`src/rtl/sigma_arb_pkg.sv`:
```
// Shared types and helpers for the round-robin N-master / 1-slave arbiter.
package sigma_arb_pkg;

  localparam int MAX_M    = 4;
  localparam int MAX_ID_W = 2;

  // One master-side request, as seen on the shared slave port.
  typedef struct packed {
    logic        we;
    logic [31:0] addr;
    logic [3:0]  be;
    logic [31:0] wdata;
  } mreq_t;

  // Result of a round-robin search.
  typedef struct packed {
    logic                valid;
    logic [MAX_ID_W-1:0] idx;
  } pick_t;

  // Returns the first set bit of req_vec, searching from ptr upward and
  // wrapping at num_m.
  function automatic pick_t rr_pick(input logic [MAX_M-1:0]    req_vec,
                                    input logic [MAX_ID_W-1:0] ptr,
                                    input int                  num_m);
    pick_t res;
    int    k;
    res = '0;
    for (int i = 0; i < MAX_M; i++) begin
      k = (int'(ptr) + i) % num_m;
      if (i < num_m && !res.valid && req_vec[k]) begin
        res.valid = 1'b1;
        res.idx   = MAX_ID_W'(k);
      end
    end
    return res;
  endfunction

endpackage

```
`src/rtl/arb_route_fifo.sv`:
```
// In-order route FIFO: remembers which master issued each outstanding read.
// Pointers carry one extra MSB so full and empty are distinguishable.
module arb_route_fifo #(
  parameter int DEPTH = 4,
  parameter int W     = 1
) (
  input  logic         clk_i,
  input  logic         rst_i,
  input  logic         push,
  input  logic         pop,
  input  logic [W-1:0] din,
  output logic [W-1:0] dout,
  output logic         full,
  output logic         empty
);

  localparam int AW = $clog2(DEPTH);

  logic [W-1:0] mem [DEPTH];
  logic [AW:0]  wr_ptr;
  logic [AW:0]  rd_ptr;

  assign empty = (wr_ptr == rd_ptr);
  assign full  = (wr_ptr[AW] != rd_ptr[AW]) && (wr_ptr[AW-1:0] == rd_ptr[AW-1:0]);
  assign dout  = mem[rd_ptr[AW-1:0]];

  // Storage write.
  // NOTE: the storage array has no reset; the pointers alone define which entries are valid.
  always_ff @(posedge clk_i) begin
    if (push && !full) mem[wr_ptr[AW-1:0]] <= din;
  end

  // Pointer update; a simultaneous push and pop leaves occupancy unchanged.
  // NOTE: sequential state uses non-blocking assignments so every flop samples pre-edge values.
  always_ff @(posedge clk_i or posedge rst_i) begin
    if (rst_i) begin
      wr_ptr <= '0;
      rd_ptr <= '0;
    end else begin
      if (push && !full) wr_ptr <= wr_ptr + 1'b1;
      if (pop && !empty) rd_ptr <= rd_ptr + 1'b1;
    end
  end

endmodule

```
`src/rtl/arb_rr_nm1s.sv`:
```
// Round-robin arbiter sharing one MemSplit32-style slave among NUM_M masters.
// Grants stay locked while the slave stalls; read responses are routed back
// through an in-order route FIFO. Optional per-master accept counters are
// built when ARB_PERF_CNT_EN is defined.
module arb_rr_nm1s
  import sigma_arb_pkg::*;
#(
  parameter int NUM_M       = 2,
  parameter int ROUTE_DEPTH = 4
) (
  input  logic                 clk_i,
  input  logic                 rst_i,
  input  logic [NUM_M-1:0]     m_req_i,
  input  logic [NUM_M-1:0]     m_we_i,
  input  logic [NUM_M*32-1:0]  m_addr_i,
  input  logic [NUM_M*4-1:0]   m_be_i,
  input  logic [NUM_M*32-1:0]  m_wdata_i,
  output logic [NUM_M-1:0]     m_ack_o,
  output logic [NUM_M-1:0]     m_resp_o,
  output logic [NUM_M*32-1:0]  m_rdata_o,
  output logic                 s_req_o,
  output logic                 s_we_o,
  output logic [31:0]          s_addr_o,
  output logic [3:0]           s_be_o,
  output logic [31:0]          s_wdata_o,
  input  logic                 s_ack_i,
  input  logic                 s_resp_i,
  input  logic [31:0]          s_rdata_i,
  output logic                 resp_err_o
`ifdef ARB_PERF_CNT_EN
  ,
  input  logic                 perf_clr_i,
  output logic [NUM_M*32-1:0]  perf_cnt_o
`endif
);

  localparam int ID_W = $clog2(NUM_M);

  logic [ID_W-1:0]  rr_ptr;
  logic             lock;
  logic [ID_W-1:0]  lock_id;

  logic             fifo_full;
  logic             fifo_empty;
  logic [ID_W-1:0]  fifo_head;

  logic [MAX_M-1:0] elig;
  pick_t            pick;
  logic             gnt_valid;
  logic [ID_W-1:0]  gnt_id;
  logic [ID_W-1:0]  nxt_ptr;
  mreq_t            sel;
  logic             accept;
  logic             push;
  logic             pop;

  // Eligibility: reads are held back while the route FIFO is full.
  // NOTE: every signal written in always_comb gets a default first, so no latch is inferred.
  always_comb begin
    elig = '0;
    for (int k = 0; k < NUM_M; k++) begin
      elig[k] = m_req_i[k] && (m_we_i[k] || !fifo_full);
    end
  end

  assign pick      = rr_pick(elig, MAX_ID_W'(rr_ptr), NUM_M);
  assign gnt_valid = !rst_i && (lock || pick.valid);
  assign gnt_id    = lock ? lock_id : ID_W'(pick.idx);
  assign nxt_ptr   = (int'(gnt_id) == NUM_M - 1) ? '0 : gnt_id + ID_W'(1);

  assign accept = gnt_valid && s_ack_i;
  assign push   = accept && !sel.we;
  assign pop    = !rst_i && s_resp_i && !fifo_empty;

  // Mux the granted master onto the slave port; idle port drives zeros.
  always_comb begin
    sel = '0;
    if (gnt_valid) begin
      sel.we    = m_we_i[gnt_id];
      sel.addr  = m_addr_i[gnt_id*32 +: 32];
      sel.be    = m_be_i[gnt_id*4 +: 4];
      sel.wdata = m_wdata_i[gnt_id*32 +: 32];
    end
  end

  assign s_req_o   = gnt_valid;
  assign s_we_o    = sel.we;
  assign s_addr_o  = sel.addr;
  assign s_be_o    = sel.be;
  assign s_wdata_o = sel.wdata;

  // Slave ack goes only to the granted master.
  always_comb begin
    m_ack_o = '0;
    if (accept) m_ack_o[gnt_id] = 1'b1;
  end

  // Route each read response to the master at the FIFO head, same cycle.
  always_comb begin
    m_resp_o  = '0;
    m_rdata_o = '0;
    if (pop) begin
      m_resp_o[fifo_head]            = 1'b1;
      m_rdata_o[fifo_head*32 +: 32]  = s_rdata_i;
    end
  end

  // Round-robin pointer, stall lock and sticky error flag.
  always_ff @(posedge clk_i or posedge rst_i) begin
    if (rst_i) begin
      rr_ptr     <= '0;
      lock       <= 1'b0;
      lock_id    <= '0;
      resp_err_o <= 1'b0;
    end else begin
      if (accept) begin
        rr_ptr <= nxt_ptr;
        lock   <= 1'b0;
      end else if (gnt_valid) begin
        lock    <= 1'b1;
        lock_id <= gnt_id;
      end
      if (s_resp_i && fifo_empty) resp_err_o <= 1'b1;
    end
  end

  arb_route_fifo #(
    .DEPTH (ROUTE_DEPTH),
    .W     (ID_W)
  ) u_route_fifo (
    .clk_i (clk_i),
    .rst_i (rst_i),
    .push  (push),
    .pop   (pop),
    .din   (gnt_id),
    .dout  (fifo_head),
    .full  (fifo_full),
    .empty (fifo_empty)
  );

`ifdef ARB_PERF_CNT_EN
  logic [31:0] perf_cnt [NUM_M];

  // Saturating per-master accept counters with synchronous clear.
  always_ff @(posedge clk_i or posedge rst_i) begin
    if (rst_i) begin
      for (int k = 0; k < NUM_M; k++) perf_cnt[k] <= '0;
    end else begin
      for (int k = 0; k < NUM_M; k++) begin
        if (perf_clr_i)                               perf_cnt[k] <= {31'd0, m_ack_o[k]};
        else if (m_ack_o[k] && perf_cnt[k] != '1)     perf_cnt[k] <= perf_cnt[k] + 32'd1;
      end
    end
  end

  // Flatten the counters onto the output bus.
  always_comb begin
    perf_cnt_o = '0;
    for (int k = 0; k < NUM_M; k++) perf_cnt_o[k*32 +: 32] = perf_cnt[k];
  end
`endif

endmodule
```
`config.mk`:
```
export PLATFORM = sky130hd
export DESIGN_NAME = arb_rr_nm1s
export DESIGN_NICKNAME = d
export VERILOG_FILES = /design/src/rtl/sigma_arb_pkg.sv /design/src/rtl/arb_route_fifo.sv /design/src/rtl/arb_rr_nm1s.sv
export SDC_FILE = /design/constraint.sdc
export NUM_CORES = 1
export LEC_CHECK = 0
export BUFFER_PORTS_ARGS = -buffer_cell sky130_fd_sc_hd__buf_4
export CORE_AREA = 2 2 121 123
export CTS_BUF_LIST = sky130_fd_sc_hd__clkbuf_2
export CTS_CLUSTER_SIZE = 25
export DETAILED_ROUTE_END_ITERATION = 6
export DIE_AREA = 0 0 123 125
export GPL_TIMING_DRIVEN = 0
export MAX_ROUTING_LAYER = met4
export SYNTH_ARGS = -nofsm -noshare
export SYNTH_HDL_FRONTEND = slang
export SYNTH_SLANG_ARGS = --single-unit
```
`constraint.sdc`:
```
create_clock -name clk_i -period 4.2 [get_ports clk_i]
set_clock_uncertainty 0.1 [all_clocks]
set_input_delay 0.84 -clock clk_i [delete_from_list [all_inputs] [get_ports clk_i]]
set_output_delay 0.84 -clock clk_i [all_outputs]
set_load 0.01 [all_outputs]
```
Word-level counts from Yosys, hierarchy flattened
Memories as Yosys holds them, arrays and structs flattened.
Cells that the tools add are included.

storage, ports and cells
  logic and storage cells = 76
  RAM bits = 4
  bits in latches = 0
  output and inout port bits = 139
  input bits = 176
  memories kept = 1
  ROM bits = 0
  register bits = 10

memories
  name              words  bits a word  read ports  clocked after memory_dff  wr ports  line                  RTL
  u_route_fifo.mem  4      1            1           0                         1         arb_route_fifo.sv:19  logic [W-1:0] mem [DEPTH];

operators by class
  magnitude comparators = 6
  equality and inequality tests = 3
  multiply operators = 0
  shift-type cells = 5
  bitwise gates (word level) = 3
  reduce and logical (&&, ||, !) cells = 24
  divide/modulo/power cells = 0
  multiplexer cells = 23
  add/subtract/negate cells = 5

operator list
  kind                        count
  $shiftx A64 B7 Y32          2
  $mux W69                    1
  $and A64 B64 Y64            1
  $mux W64                    1
  $shift A32 B34 Y64 const A  1
  $shiftx A32 B34 Y64         1
  $neg A6 Y34                 1
  $logic_and A1 B1 Y1         14
  $mux W1                     14
  $shiftx A8 B4 Y4            1
  $add A3 B1 Y3 const B       2
  $mux W3                     2
  $logic_not A1 Y1            5
  $lt A1 B2 Y1 const B        2
  $lt A2 B4 Y1 const B        1
  $mux W2                     2
  $eq A3 B3 Y1                1
  $logic_or A1 B1 Y1          3
  $lt A1 B3 Y1 const B        1
  $add A1 B1 Y1 const B       2
  $bmux W1 S2                 1
  $demux W1 S1                2
  $eq A2 B2 Y1                1
  $ge A1 B1 Y1 const B        2
  other kinds (5)             5

Logic depth before layout (Yosys ltp)
  depth in word-level cells = 20
  gate-level depth with buffers = 7
  gate-level depth less buffers = 5

Hierarchy
A second synthesis with hierarchy kept.

unflattened totals
  cell total of the unflattened synthesis = 384
  area total of the unflattened synthesis = 2,348.5 µm²

modules (own cells, without submodules)
  module          instances  cells each  seq. area each (µm²)  area each (µm²)
  arb_rr_nm1s     1          329         100.1                 1,711.6
  arb_route_fifo  1          55          270.3                 636.9

Worst setup path after synthesis
No wires, ideal clock.

  kind = input-to-output
  start point = input m_req_i[0]
  end point = output m_ack_o[0]
  required time = 3,260 ps
  buffers on the path = 1
  stages = 6
  slack = 1,149 ps
  data arrival time = 2,111 ps
  path through = nor2b_1 > o41ai_4 > buf_2 > a21oi_1 > inv_1 > nor3_1

between the ends
  longest elaborated chain between the ends = 13
  elaborated cells on any way between the ends = 20
  classes of those cells = order compare: 2; mux: 11; reduce/logical: 7

ends and longest elaborated chain
  item                                                                       line                 RTL
  start, declared                                                            arb_rr_nm1s.sv:13    input logic [NUM_M-1:0] m_req_i,
  $logic_and A1 B1 Y1 (*)                                                    arb_rr_nm1s.sv:62    elig[k] = m_req_i[k] && (m_we_i[k] || !fifo_full);
  $mux W1 (implied by the code) (2 in series)                                sigma_arb_pkg.sv:31  if (i < num_m && !res.valid && req_vec[k]) begin
  $mux W3                                                                    sigma_arb_pkg.sv:31
  $logic_not A1 Y1                                                           sigma_arb_pkg.sv:31
  $logic_and A1 B1 Y1                                                        sigma_arb_pkg.sv:31
  $mux W3 (*)                                                                sigma_arb_pkg.sv:31
  $mux W1 (*)                                                                arb_rr_nm1s.sv:68    assign gnt_id = lock ? lock_id : ID_W'(pick.idx);
  net gnt_id                                                                 arb_rr_nm1s.sv:50    logic [ID_W-1:0] gnt_id;
  $lt A1 B2 Y1 (implied by the code) / $ge A1 B1 Y1 (equally long branches)  arb_rr_nm1s.sv:95    if (accept) m_ack_o[gnt_id] = 1'b1;
  $logic_and A1 B1 Y1 (implied by the code)                                  arb_rr_nm1s.sv:95
  $mux W1 (implied by the code)                                              arb_rr_nm1s.sv:95
  $demux W1 S1 (*)                                                           arb_rr_nm1s.sv:95
  $mux W2 (*)                                                                arb_rr_nm1s.sv:95
  end, declared                                                              arb_rr_nm1s.sv:18    output logic [NUM_M-1:0] m_ack_o,

Mark *: on every way through the listed nets, which the timed path passes. The rest lies on a longest branch. The select of a mux whose other input is x is not followed.

Worst setup path after layout
  start point = register u_route_fifo.wr_ptr[1]
  end point = output s_wdata_o[24]

between the ends
  longest elaborated chain between the ends = 14
  elaborated cells on any way between the ends = 21
  classes of those cells = eq/ne: 1; shift: 1; mux: 9; reduce/logical: 10

ends and longest elaborated chain
  item                                                              line                                  RTL
  start, declared                                                   arb_route_fifo.sv:20                  logic [AW:0] wr_ptr;
  start signal, assigned                                            arb_route_fifo.sv:40                  if (push && !full) wr_ptr <= wr_ptr + 1'b1;
  $eq A2 B2 Y1 (*)                                                  arb_route_fifo.sv:24                  assign full = (wr_ptr[AW] != rd_ptr[AW]) && (wr_ptr[AW-1:0] == rd_ptr[AW-1:0]);
  $logic_and A1 B1 Y1 (*)                                           arb_route_fifo.sv:24
  $logic_not A1 Y1 (*)                                              arb_rr_nm1s.sv:62
  $logic_or A1 B1 Y1                                                arb_rr_nm1s.sv:62
  $logic_and A1 B1 Y1                                               arb_rr_nm1s.sv:62
  $mux W1 (implied by the code) (2 in series)                       sigma_arb_pkg.sv:31
  $mux W3                                                           sigma_arb_pkg.sv:31
  $logic_not A1 Y1                                                  sigma_arb_pkg.sv:31
  $logic_and A1 B1 Y1                                               sigma_arb_pkg.sv:31
  $mux W3 (*)                                                       sigma_arb_pkg.sv:31
  $mux W1 / $logic_or A1 B1 Y1 (equally long branches)              arb_rr_nm1s.sv:68, arb_rr_nm1s.sv:67
  $shiftx A64 B7 Y32 / $logic_and A1 B1 Y1 (equally long branches)  arb_rr_nm1s.sv:82, arb_rr_nm1s.sv:67
  $mux W69 (*)                                                      arb_rr_nm1s.sv:78                     if (gnt_valid) begin
  end, declared                                                     arb_rr_nm1s.sv:25                     output logic [31:0] s_wdata_o,

Every way passes the cells marked *; elsewhere a longest branch is shown, timed or not. The select of a mux whose other input is x is not followed.

==> results.py <==
metrics = {
    "run_status": {
        "result_of_the_run": "completed",
    },
    "synth": {
        "syn_inst": 483,
        "synth_warnings": 0,
        "post_synth_edffs": 4,
        "synth_area_sq_um": 3210,
        "synth.ff_latch_count": 14,
        "synth.yosys.seq_area_share_pct": 11.6,
        "synth.avg_cell_area_sq_um": 6.64,
        "ys_types": 44,
        "synth_flop_cell": "sky130_fd_sc_hd__dfrtp_1",
        "synthArstFlopShare_pct": 71.4,
        "synthesized_net_count": 664,
    },
    "clock_tree": {
        "clk_root_buffer_cell": "sky130_fd_sc_hd__clkbuf_2",
        "total_clock_buffers_created_by_cts": 3,
        "holdBufCountCts": 0,
        "total_of_cells_resized_after_clock_tree_synthesis": 0,
        "clock_path_buffers": 2,
        "path_clk_slew_ps": 180,
        "worst_skew_pair.late_latency_ps": 310,
        "cts.sinks": 14,
        "cts.htree.levels": 1,
        "tritoncts_clock_tree": "yes",
        "cts_setup_buffers": 0,
    },
    "detailed_routing": {
        "postRouteAntennaNets": 0,
        "top_layer": "met4",
        "drt-pass1-iter-count": 5,
        "first_iter_violations": 274,
        "drc": 0,
        "detail_route.wirelength_mm": 17.5,
        "viasPerCell": 5.18,
        "wl_met2_mm": 8.98,
        "wl_met3_mm": 1.50,
        "vias": 5107,
        "routedLengthMet1_mm": 6.67,
        "post_drt_wl_per_cell_microns": 17.7,
    },
    "placed_design": {
        "gp_congestion": 0.839,
        "dp_hpwl_mm": 14.0,
        "io_buffer_count": 314,
    },
    "worst_setup_path": {
        "critical_path.endpoint_type": "primary output",
        "ff2ff_path_depth": 5,
        "worstPathRequired_ps": 3260,
        "worstPathCellList": "xnor2_1 > a41oi_1 > clkbuf_1 > nand3_1 > a31oi_1 > buf_4",
        "critical_path_depth_in_cells": 6,
        "timing.critical_path.slowest_stage_cell": "sky130_fd_sc_hd__a41oi_1",
        "critPathKind": "register to primary output",
        "cp.buffers_inverters": 2,
        "worst_ep_arrival_time_ps": 3030,
        "slowest_delay_ps": 920,
        "setup.worst_path.start_class": "register",
        "critical_path.max_fanout": 10,
        "top_family_by_delay_on_critical_path": "compound AO/OA/AOI/OAI gates",
    },
    "global_route": {
        "maximum_number_of_pins_on_one_net_before_global_route_repair": 12,
        "grt_overflow": 0,
        "antenna_found_initial": 0,
        "grt_use_total_pct": 21.6,
        "first_global_vias": 4807,
        "grt_first_pass_wirelength_mm": 25.9,
    },
    "finish": {
        "area_delta_synth_final_pct": 81.3,
        "fin_nets": 983,
        "antenna-diode-count": 0,
        "fillers": 1577,
        "layout-drive-gt1-share_pct": 43.3,
    },
    "timing": {
        "fmax_ghz": 0.252,
        "tightest_slew_ps": 1080,
        "max-slew-margin-rel_pct": 27.2,
        "timing.final.crit_share_pct": 94.6,
        "finalCriticalPeriod_ps": 3970,
        "grt_setup_unrepaired": "no",
        "setup-violations-final": 0,
        "hold_viol_final": 0,
        "final-max-slew-violation-count": 0,
        "fin_hold_ws_ps": 401,
        "finalSetupTns_ps": 0,
    },
    "power_and_ir_drop": {
        "power.ir.vdd_worst_mv": 0.217,
        "total_power_mw": 2.24,
        "power_density_nw_per_um2": 386,
        "cellLeakagePower_nw": 2.72,
    },
    "flow_run": {
        "max_cap_violations": 0,
    },
    "die": {
        "fp.dieH_microns": 125,
        "floorplan.initialDensity_pct": 22.6,
        "floorplan.die.width_microns": 123,
        "number_of_placement_rows": 44,
        "core-area_sq_um": 14200,
        "die_area_sq_um": 15400,
        "num_io_pins": 315,
    },
    "min_path": {
        "min_delay_path_depth": 1,
        "hold_crit_path_type": "register to register",
    },
}
## metal layers
metal  vias to the layer above  global-route usage, %
li1                       2468                      -
met1                      2357                   25.5
met2                       264                   38.8
met3                        18                   3.15
met4                         0                   3.88
met5                         -                      -
## state kept, by name, summed over array words and instances (netlist names)
register / cells
lock_id: 1
u_route_fifo.mem: 4
resp_err_o: 1
rr_ptr: 1
u_route_fifo.rd_ptr: 3
lock: 1
u_route_fifo.wr_ptr: 3
## per-stage QoR
step	std cells	setup slack (ps)	utilization (%)	instance area, sq um
2_1_floorplan	483	1150	-	3210
3_3_place_gp	981	250	40.8	5790
4_1_cts	985	186	40.9	5810
3_5_place_dp	981	277	40.8	5790
5_1_grt	985	18.1	40.9	5810
6_report	985	228	40.9	5810
## final timing paths
kind	from	slack (ps)	end
setup / recovery	u_route_fifo.wr_ptr[1]$_DFFE_PP0P_	230	s_wdata_o[24]
hold / removal	resp_err_o$_DFFE_PP0P_	400	resp_err_o$_DFFE_PP0P_
setup reg to reg	u_route_fifo.wr_ptr[1]$_DFFE_PP0P_	1540	rr_ptr$_DFFE_PP0N_
hold reg to reg	resp_err_o$_DFFE_PP0P_	400	resp_err_o$_DFFE_PP0P_
max in group asynchronous	rst_i	3220	u_route_fifo.rd_ptr[1]$_DFFE_PP0P_
min in group asynchronous	rst_i	430	lock$_DFFE_PP0P_
## report_power, final
part | leakage [nW] | internal, mW | total, mW | switching, mW
logic | 2.55 | 0.807 | 1.91 | 1.10
registers | 0.152 | 0.192 | 0.262 | 0.0704
clock network | 0.0140 | 0.0207 | 0.0721 | 0.0514
## synthesized netlist by cell type, types with 2 or more instances
cell	count	area [sq um]
sky130_fd_sc_hd__nand3_1	68	340
sky130_fd_sc_hd__and2_1	37	231
sky130_fd_sc_hd__dfrtp_1	10	250
sky130_fd_sc_hd__nor2b_1	2	12.5
sky130_fd_sc_hd__a21oi_1	3	15.0
sky130_fd_sc_hd__buf_4	4	30.0
sky130_fd_sc_hd__o31ai_1	2	15.0
sky130_fd_sc_hd__xor2_1	2	17.5
sky130_fd_sc_hd__buf_2	8	40.0
sky130_fd_sc_hd__xnor2_1	5	43.8
sky130_fd_sc_hd__xor2_2	2	32.5
sky130_fd_sc_hd__inv_1	8	30.0
sky130_fd_sc_hd__nor3_1	3	15.0
sky130_fd_sc_hd__o211ai_1	69	518
sky130_fd_sc_hd__clkbuf_2	2	10.0
sky130_fd_sc_hd__clkbuf_1	42	158
sky130_fd_sc_hd__o41ai_4	2	55.1
sky130_fd_sc_hd__and3_1	33	206
sky130_fd_sc_hd__nand2_1	73	274
sky130_fd_sc_hd__mux2_2	3	33.8
sky130_fd_sc_hd__a31oi_1	70	438
sky130_fd_sc_hd__nand2b_1	2	12.5
sky130_fd_sc_hd__edfxtp_1	4	120
sky130_fd_sc_hd__buf_6	5	56.3
sky130_fd_sc_hd__ha_1	5	62.6
## layout by cell type, fill, tap and decap left out, types with 2 or more instances in the layout
cell                       count
sky130_fd_sc_hd__buf_4       318
sky130_fd_sc_hd__nand2_1      73
sky130_fd_sc_hd__a31oi_1      70
sky130_fd_sc_hd__o211ai_1     69
sky130_fd_sc_hd__nand3_1      68
sky130_fd_sc_hd__clkbuf_1     42
sky130_fd_sc_hd__and2_1       37
sky130_fd_sc_hd__and3_1       33
sky130_fd_sc_hd__dfrtp_1      10
sky130_fd_sc_hd__inv_1         8
sky130_fd_sc_hd__buf_2         8
sky130_fd_sc_hd__xnor2_1       5
sky130_fd_sc_hd__clkbuf_2      5
sky130_fd_sc_hd__buf_6         5
sky130_fd_sc_hd__ha_1          5
sky130_fd_sc_hd__edfxtp_1      4
sky130_fd_sc_hd__a21oi_1       3
sky130_fd_sc_hd__mux2_2        3
sky130_fd_sc_hd__nor3_1        3
sky130_fd_sc_hd__xor2_1        2
sky130_fd_sc_hd__xor2_2        2
sky130_fd_sc_hd__nand2b_1      2
sky130_fd_sc_hd__nor2b_1       2
sky130_fd_sc_hd__o41ai_4       2
sky130_fd_sc_hd__o31ai_1       2
## final cells by class
class / count / area (sq um) / share of cell area [%]
Clock buffer: 3 / 15.0 / 0.258
Multi-Input combinational cell: 400 / 2510 / 43.2
Clock inverter: 1 / 3.75 / 0.0646
Tap cell: 184 / 230 / 3.96
Timing Repair Buffer: 314 / 2360 / 40.6
Buffer: 61 / 294 / 5.06
Inverter: 8 / 30.0 / 0.517
Sequential cell: 14 / 370 / 6.37
## kinds of logic after synthesis
family          count (synthesis)  synth area share [%]
xor+xnor                       10                  3.43
buf+inv                        69                  10.1
compound gates                159                  36.3
mux                             4                  1.76
simple gates                  222                  34.9
fa+ha+maj                       5                  1.95
flops                          14                  11.6
No activity file was read; power rests on OpenSTA's default activity.
